--- src/rtl/pitch_sched_pkg.sv ---
// pitch_sched_pkg: shared types, widths and the sound-index clamp for the
// pitch scheduler.
//   state_e     - scheduler FSM states (PICK, LOOKUP)
//   SOUND_MAX   - default upper clamp for the mapper sound index
//   NOTE_W / SOUND_W / CONST_W - note, sound index and constant widths
//   clamp_sound - saturates a signed note+transpose sum into [0, smax]
package pitch_sched_pkg;

    typedef enum logic {
        PICK   = 1'b0,
        LOOKUP = 1'b1
    } state_e;

    localparam int NOTE_W    = 8;
    localparam int SOUND_W   = 9;
    localparam int CONST_W   = 24;
    localparam int SOUND_MAX = 311;

    // note (0..255) + transpose (-128..127) always fits a signed 10-bit value.
    function automatic logic [SOUND_W-1:0] clamp_sound(input logic signed [9:0]  s,
                                                       input logic [SOUND_W-1:0] smax);
        if (s < 0)
            return '0;
        else if (s > $signed({1'b0, smax}))
            return smax;
        else
            return s[SOUND_W-1:0];
    endfunction

endpackage

--- src/rtl/pitch_sched_rr_pick.sv ---
// pitch_sched_rr_pick: combinational round-robin first-set finder.
// Returns the first set bit of dirty_i at or after ptr_i, wrapping modulo
// VOICES (VOICES must be a power of two so the V_WIDTH-bit add wraps).
//   dirty_i [VOICES]  - per-voice recompute requests
//   ptr_i   [V_WIDTH] - search start position
//   found_o           - any request pending
//   idx_o   [V_WIDTH] - selected voice (0 when nothing is found)
module pitch_sched_rr_pick #(
    parameter int VOICES  = 8,
    parameter int V_WIDTH = 3
) (
    input  logic [VOICES-1:0]  dirty_i,
    input  logic [V_WIDTH-1:0] ptr_i,
    output logic               found_o,
    output logic [V_WIDTH-1:0] idx_o
);
    import pitch_sched_pkg::*;

    logic [V_WIDTH-1:0] cand;

    assign found_o = |dirty_i;

    // Scan from the farthest offset down so the nearest hit is the last write.
    always_comb begin
        idx_o = '0;
        cand  = '0;
        for (int i = VOICES - 1; i >= 0; i--) begin
            cand = ptr_i + V_WIDTH'(i);
            if (dirty_i[cand])
                idx_o = cand;
        end
    end

endmodule

--- src/rtl/pitch_scheduler.sv ---
// pitch_scheduler: time-multiplexes one combinational note->phase-increment
// mapper across VOICES oscillator voices.
// Holds the per-voice notes and a global transpose, tracks which voices are
// dirty, and services them round-robin at one voice per two cycles: PICK
// drives the mapper index, LOOKUP captures the mapper result and writes it
// into the oscillator phase-increment table.
//   sCLK_XVXENVS - clock            reset      - synchronous, active high
//   note_wr/note_voice/note_num     - per-voice note write (always accepted)
//   transpose    - signed semitone offset, sampled every cycle
//   sound        - registered index to the shared mapper
//   constant     - mapper result for sound
//   inc_we/inc_addr/inc_data        - phase-table write port
//   busy         - any voice dirty or a lookup in flight
// Optional: define PITCH_SCHED_PERIODIC_REFRESH_EN to re-dirty every voice
// after REFRESH_IDLE idle cycles, scrubbing any table corruption.
module pitch_scheduler #(
    parameter int VOICES       = 8,
    parameter int V_WIDTH      = 3,
    parameter int SOUND_MAX    = pitch_sched_pkg::SOUND_MAX,
    parameter int REFRESH_IDLE = 1024
) (
    input  logic                sCLK_XVXENVS,
    input  logic                reset,
    input  logic                note_wr,
    input  logic [V_WIDTH-1:0]  note_voice,
    input  logic [7:0]          note_num,
    input  logic [7:0]          transpose,
    output logic [8:0]          sound,
    input  logic [23:0]         constant,
    output logic                inc_we,
    output logic [V_WIDTH-1:0]  inc_addr,
    output logic [23:0]         inc_data,
    output logic                busy
);
    import pitch_sched_pkg::*;

    logic [VOICES-1:0][NOTE_W-1:0] note_q;
    logic [VOICES-1:0]             dirty_q, dirty_d;
    logic [V_WIDTH-1:0]            rr_q;
    state_e                        state_q;
    logic [7:0]                    xpose_q;
    logic [SOUND_W-1:0]            sound_q;
    logic [V_WIDTH-1:0]            inc_addr_q;
    logic [CONST_W-1:0]            inc_data_q;
    logic                          inc_we_q;
    logic                          busy_q, busy_d;

    logic                          found;
    logic [V_WIDTH-1:0]            pick_idx;
    logic                          pick_fire;
    logic signed [9:0]             s_sum;
    logic [SOUND_W-1:0]            pick_sound;
    logic                          refresh_hit;

    pitch_sched_rr_pick #(
        .VOICES  (VOICES),
        .V_WIDTH (V_WIDTH)
    ) u_pick (
        .dirty_i (dirty_q),
        .ptr_i   (rr_q),
        .found_o (found),
        .idx_o   (pick_idx)
    );

    assign pick_fire  = (state_q == PICK) && found;
    assign s_sum      = $signed({2'b00, note_q[pick_idx]}) + $signed({{2{xpose_q[7]}}, xpose_q});
    assign pick_sound = clamp_sound(s_sum, SOUND_W'(SOUND_MAX));

    // Sets are applied after the PICK clear so a write landing on the voice
    // being picked gets serviced again with the latest note.
    always_comb begin
        dirty_d = dirty_q;
        if (pick_fire)
            dirty_d[pick_idx] = 1'b0;
        if (note_wr)
            dirty_d[note_voice] = 1'b1;
        if (transpose != xpose_q || refresh_hit)
            dirty_d = '1;
    end

    // busy is the OR of the next-cycle dirty/LOOKUP/inc_we, registered so it
    // lines up with those registers and reads 0 while reset is held.
    assign busy_d = (|dirty_d) | pick_fire | (state_q == LOOKUP);

    always_ff @(posedge sCLK_XVXENVS) begin
        if (reset) begin
            note_q     <= '0;
            dirty_q    <= '1;
            rr_q       <= '0;
            state_q    <= PICK;
            xpose_q    <= '0;
            sound_q    <= '0;
            inc_addr_q <= '0;
            inc_data_q <= '0;
            inc_we_q   <= 1'b0;
            busy_q     <= 1'b0;
        end else begin
            if (note_wr)
                note_q[note_voice] <= note_num;
            dirty_q  <= dirty_d;
            xpose_q  <= transpose;
            busy_q   <= busy_d;
            inc_we_q <= 1'b0;
            case (state_q)
                PICK: begin
                    if (found) begin
                        sound_q    <= pick_sound;
                        inc_addr_q <= pick_idx;
                        state_q    <= LOOKUP;
                    end
                end
                LOOKUP: begin
                    inc_data_q <= constant;
                    inc_we_q   <= 1'b1;
                    rr_q       <= inc_addr_q + V_WIDTH'(1);
                    state_q    <= PICK;
                end
                default: state_q <= PICK;
            endcase
        end
    end

`ifdef PITCH_SCHED_PERIODIC_REFRESH_EN
    localparam int IDLE_W = $clog2(REFRESH_IDLE);
    logic [IDLE_W-1:0] idle_q;

    assign refresh_hit = !busy_q && (idle_q == IDLE_W'(REFRESH_IDLE - 1));

    always_ff @(posedge sCLK_XVXENVS) begin
        if (reset || busy_q || refresh_hit)
            idle_q <= '0;
        else
            idle_q <= idle_q + IDLE_W'(1);
    end
`else
    // Refresh disabled: the table only changes on reset, note or transpose.
    assign refresh_hit = 1'b0;
    logic unused_refresh_cfg;
    assign unused_refresh_cfg = (REFRESH_IDLE != 0);
`endif

    assign sound    = sound_q;
    assign inc_we   = inc_we_q;
    assign inc_addr = inc_addr_q;
    assign inc_data = inc_data_q;
    assign busy     = busy_q;

endmodule

--- config.mk ---
export PLATFORM = sky130hd
export DESIGN_NAME = pitch_scheduler
export DESIGN_NICKNAME = d
export VERILOG_FILES = /design/src/rtl/pitch_sched_pkg.sv /design/src/rtl/pitch_sched_rr_pick.sv /design/src/rtl/pitch_scheduler.sv
export SDC_FILE = /design/constraint.sdc
export NUM_CORES = 1
export LEC_CHECK = 0
export ABC_CLOCK_PERIOD_IN_PS = 7980
export CAP_MARGIN = 30
export CORE_ASPECT_RATIO = 0.75
export CORE_MARGIN = 3
export CORE_UTILIZATION = 64
export CTS_BUF_LIST = sky130_fd_sc_hd__clkbuf_16
export CTS_CLUSTER_SIZE = 40
export DETAILED_ROUTE_END_ITERATION = 10
export DONT_BUFFER_PORTS = 1
export GPL_TIMING_DRIVEN = 1
export PLACE_DENSITY_LB_ADDON = 0.1
export SETUP_SLACK_MARGIN = 0.02
export SLEW_MARGIN = 20
export SYNTH_ARGS = -nofsm -noshare
export SYNTH_HDL_FRONTEND = slang
export SYNTH_SLANG_ARGS = --single-unit
--- constraint.sdc ---
create_clock -name sCLK_XVXENVS -period 7.98 [get_ports sCLK_XVXENVS]
set_input_delay 0.399 -clock sCLK_XVXENVS [delete_from_list [all_inputs] [get_ports sCLK_XVXENVS]]
set_output_delay 0.399 -clock sCLK_XVXENVS [all_outputs]
set_load 0.01 [all_outputs]
==> key figures <==
Final layout
  – Commonest non-fill, non-tap cell in the layout: nand2_1
  – Fin nets: 769
  – Antenna Cells: 0
  – Final Non-Filler Cells: 850
  – Most frequent cells in the layout: 164 x nand2_1, 121 x dfxtp_1, 90 x a21oi_1, 87 x mux2i_1, 47 x nor2_1
  – Layout cells sized above 1: 9.14%
  – Area growth, synth to finish: 8.84%

Pwr
  – Combinational share of power: 8.9%
  – Switching pwr: 404 uW
  – Pwr dens: 224 nW/um2
  – Int Power: 1.12 mW
  – Worst vdd ir: 143 uV
  – Pleak: 2.62 nW
  – Sw Ratio: 26.4%
  – Clk pwr share: 47.8%
  – Sequential share of power: 43.3%

Placed design
  – GP Congestion: 0.940
  – Dpl cells: 818
  – I/O Buffers: 0
  – DPL Wire Length: 11100 um

Timing
  – F_max: 0.142 GHz
  – Post-Route Skew: 0.00665 ns
  – Fin crit share: 88.5%
  – Worst slew pin tran: 0.923 ns
  – Final hold viol count: 0
  – Fin crit period: 7.06 ns
  – Number of setup violations in the final report: 0
  – Hold_ws: 0.0599 ns
  – Worst rel slew slack: 38.3%
  – RSZ-0062 raised after global routing: false
  – TNS Setup: 0 ns
  – Final slew viol count: 0

Route
  – DRT met1 WL: 7140 um
  – Vias per inst: 6.31
  – Detailed Route Iter0 Violations: 600
  – Met2 WL post-DR: 7680 um
  – Residual DRC: 0
  – Routed wl met3: 1650 um
  – DR pass1 iterations: 7
  – DR vias: 5364
  – Uppermost layer routed: met4
  – Final WL: 16700 um
  – Routed Antenna Nets: 0
  – Routed len/inst: 19.6 um

Critical path
  – CP Class: reg2reg
  – Worst path slowest cell: dfxtp_1
  – Worst setup EP type: flop
  – Worst path max stage delay: 0.73 ns
  – CP cell instances: inv_2 -> ha_1 -> mux2i_1 -> mux4_2 -> nand2_1 -> o311ai_1 -> nor3_1 -> nor4_4 -> buf_4 -> mux2i_1 -> mux2i_1 -> mux2_2 -> ha_1 -> fa_1 -> a21o_1 -> a21o_1 -> a21o_1 -> a21o_1 -> a21oi_1 -> o211ai_1 -> a22oi_1 -> o21ai_0 -> a21oi_1
  – CP startpoint kind: flop
  – Most frequent CP cell: a21o_1
  – Worst EP arrival: 7.40 ns
  – Crit path max fanout: 31
  – Worst endpoint required time: 8.32 ns

Logic synthesis
  – Synthesis Warnings: 0
  – Register bit total from synthesis: 122
  – Synthesized cell area: 6270 um2
  – Fraction of registers with async set/reset: 0%
  – Top post-synthesis cells by area: dfxtp_1 39%, mux2i_1 14%, nand2_1 9.8%
  – Post-synth EDFFs: 0
  – Post-synthesis sequential area ratio: 38.9%
  – Yosys cell types: 55
  – Synth area leader: dfxtp_1
  – Top FF cell, synth: dfxtp_1
  – Syn nets: 792
  – Share of the synthesized area in the top cell type: 38.9%
  – Syn_area_per_cell: 8.57 um2
  – Mapped Cells: 732

Clocking
  – Longest Clk Path Bufs: 2
  – H-tree levels: 4
  – CTS root buffer: clkbuf_16
  – Post-CTS Setup Repair Bufs: 0
  – Post-cts sizing count: 0
  – Reg clk slew, reported paths: 0.06 ns
  – Clk_lat worst skew: 0.41 ns
  – Cts bufs inserted: 17
  – CTS tree: yes
  – CTS Hold Bufs: 0
  – Clk sink count: 122

Global route
  – Vias in the first global route: 5260
  – Total Routing Usage GR: 30.7%
  – Initial antenna violation count: 0
  – First-pass GRT wire length: 26700 um
  – Largest net degree at the start of global routing: 117
  – Gr ovfl total: 0

Floorplanning
  – Starting Density: 67.4%
  – Core area: 9310 um2
  – Die Span Y: 91.7 um
  – IO Count: 84
  – Row count: 30
  – Die span in x: 120 um
  – Die ar.: 11000 um2

Run
  – Max Cap Viol: 0

Status
  – Status: complete, no violations

Min path
  – Hold Crit Class: in2reg
per-stage QoR:
stage / total power, mW / setup WS, ns / area (um2) / util (%)
after floorplan: 0.792 / 2.14 / 6270 / -
after global placement: 0.802 / 1.34 / 6260 / 67.2
after detailed placement: 0.807 / 1.10 / 6260 / 67.2
after CTS: 1.53 / 0.979 / 6830 / 73.3
after global routing: 1.58 / 0.442 / 6830 / 73.3
final: 1.53 / 0.920 / 6830 / 73.3
final cells by class:
cell class | instances | area, um2
repair buffers | 4 | 30.0
clock buffers | 17 | 425
fillers | 743 | 2480
inverters | 7 | 26.3
flip-flops and latches | 122 | 2440
multi-input cells | 557 | 3600
well taps | 128 | 160
clock inverters | 15 | 141
synth_stat cells, drive strengths merged, types with 3 or more instances:
master   number
clkbuf       21
nand2       164
nand3        18
a21o          8
nand4         4
o21ai        16
mux2         13
ha           13
nor2         47
xnor2        12
a21oi        90
buf          25
mux2i        88
nor4          4
mux4         10
inv           7
nor2b        13
nand2b        8
o311ai        3
dfxtp       122
o31ai         4
nor3          7
xor2          7
a2111oi       3
worst max-delay path, delay by kind of cell (launching register included):
family,cells,cell delay (ns)
and+or+nand+nor,3,0.50
DFF,1,0.73
adders and majority gates,3,1.38
buffers and inverters,2,0.76
muxes,5,1.44
AOI/OAI and AO/OA,10,2.16
sequential cells by signal, indices dropped and copies added (netlist names):
register / flops
state_q: 1
inc_data: 24
xpose_q: 8
inc_addr: 3
sound: 9
rr_q: 3
dirty_q: 8
note_q: 64
busy: 1
inc_we: 1
power by group through the flow:
stage | clock network [mW] | registers, mW | logic [mW]
final | 0.731 | 0.662 | 0.136
after global routing | 0.765 | 0.665 | 0.149
after CTS | 0.734 | 0.662 | 0.134
after detailed placement | 0 | 0.674 | 0.133
after global placement | 0 | 0.674 | 0.129
after floorplan | 0 | 0.659 | 0.133
final timing paths:
path	from	endpoint	slack, ns	depth (start not counted)
setup / recovery	rr_q[0]	sound[4]	0.92	23
hold / removal	reset	xpose_q[2]	0.06	1
setup reg to reg	rr_q[0]	sound[4]	0.92	23
hold reg to reg	note_q[35]	note_q[35]	0.45	2
cell families (layout without fill, tap and decap cells):
family,Yosys count,after routing,share of synthesized area [%]
and+or+nand+nor,273,273,18.6
muxes,111,111,20.0
xor gates and xnor gates,19,19,2.65
DFF,122,122,38.9
buffers and inverters,53,43,3.81
adders and majority gates,14,14,2.91
AOI/OAI and AO/OA,140,140,13.0
per-layer routing:
layer,GRT usage (%),vias to the layer above
met2,47.3,293
li1,-,2497
met1,42.4,2552
met4,9.81,0
met5,0,-
met3,7.95,22
(Power assumes the default switching activity.)
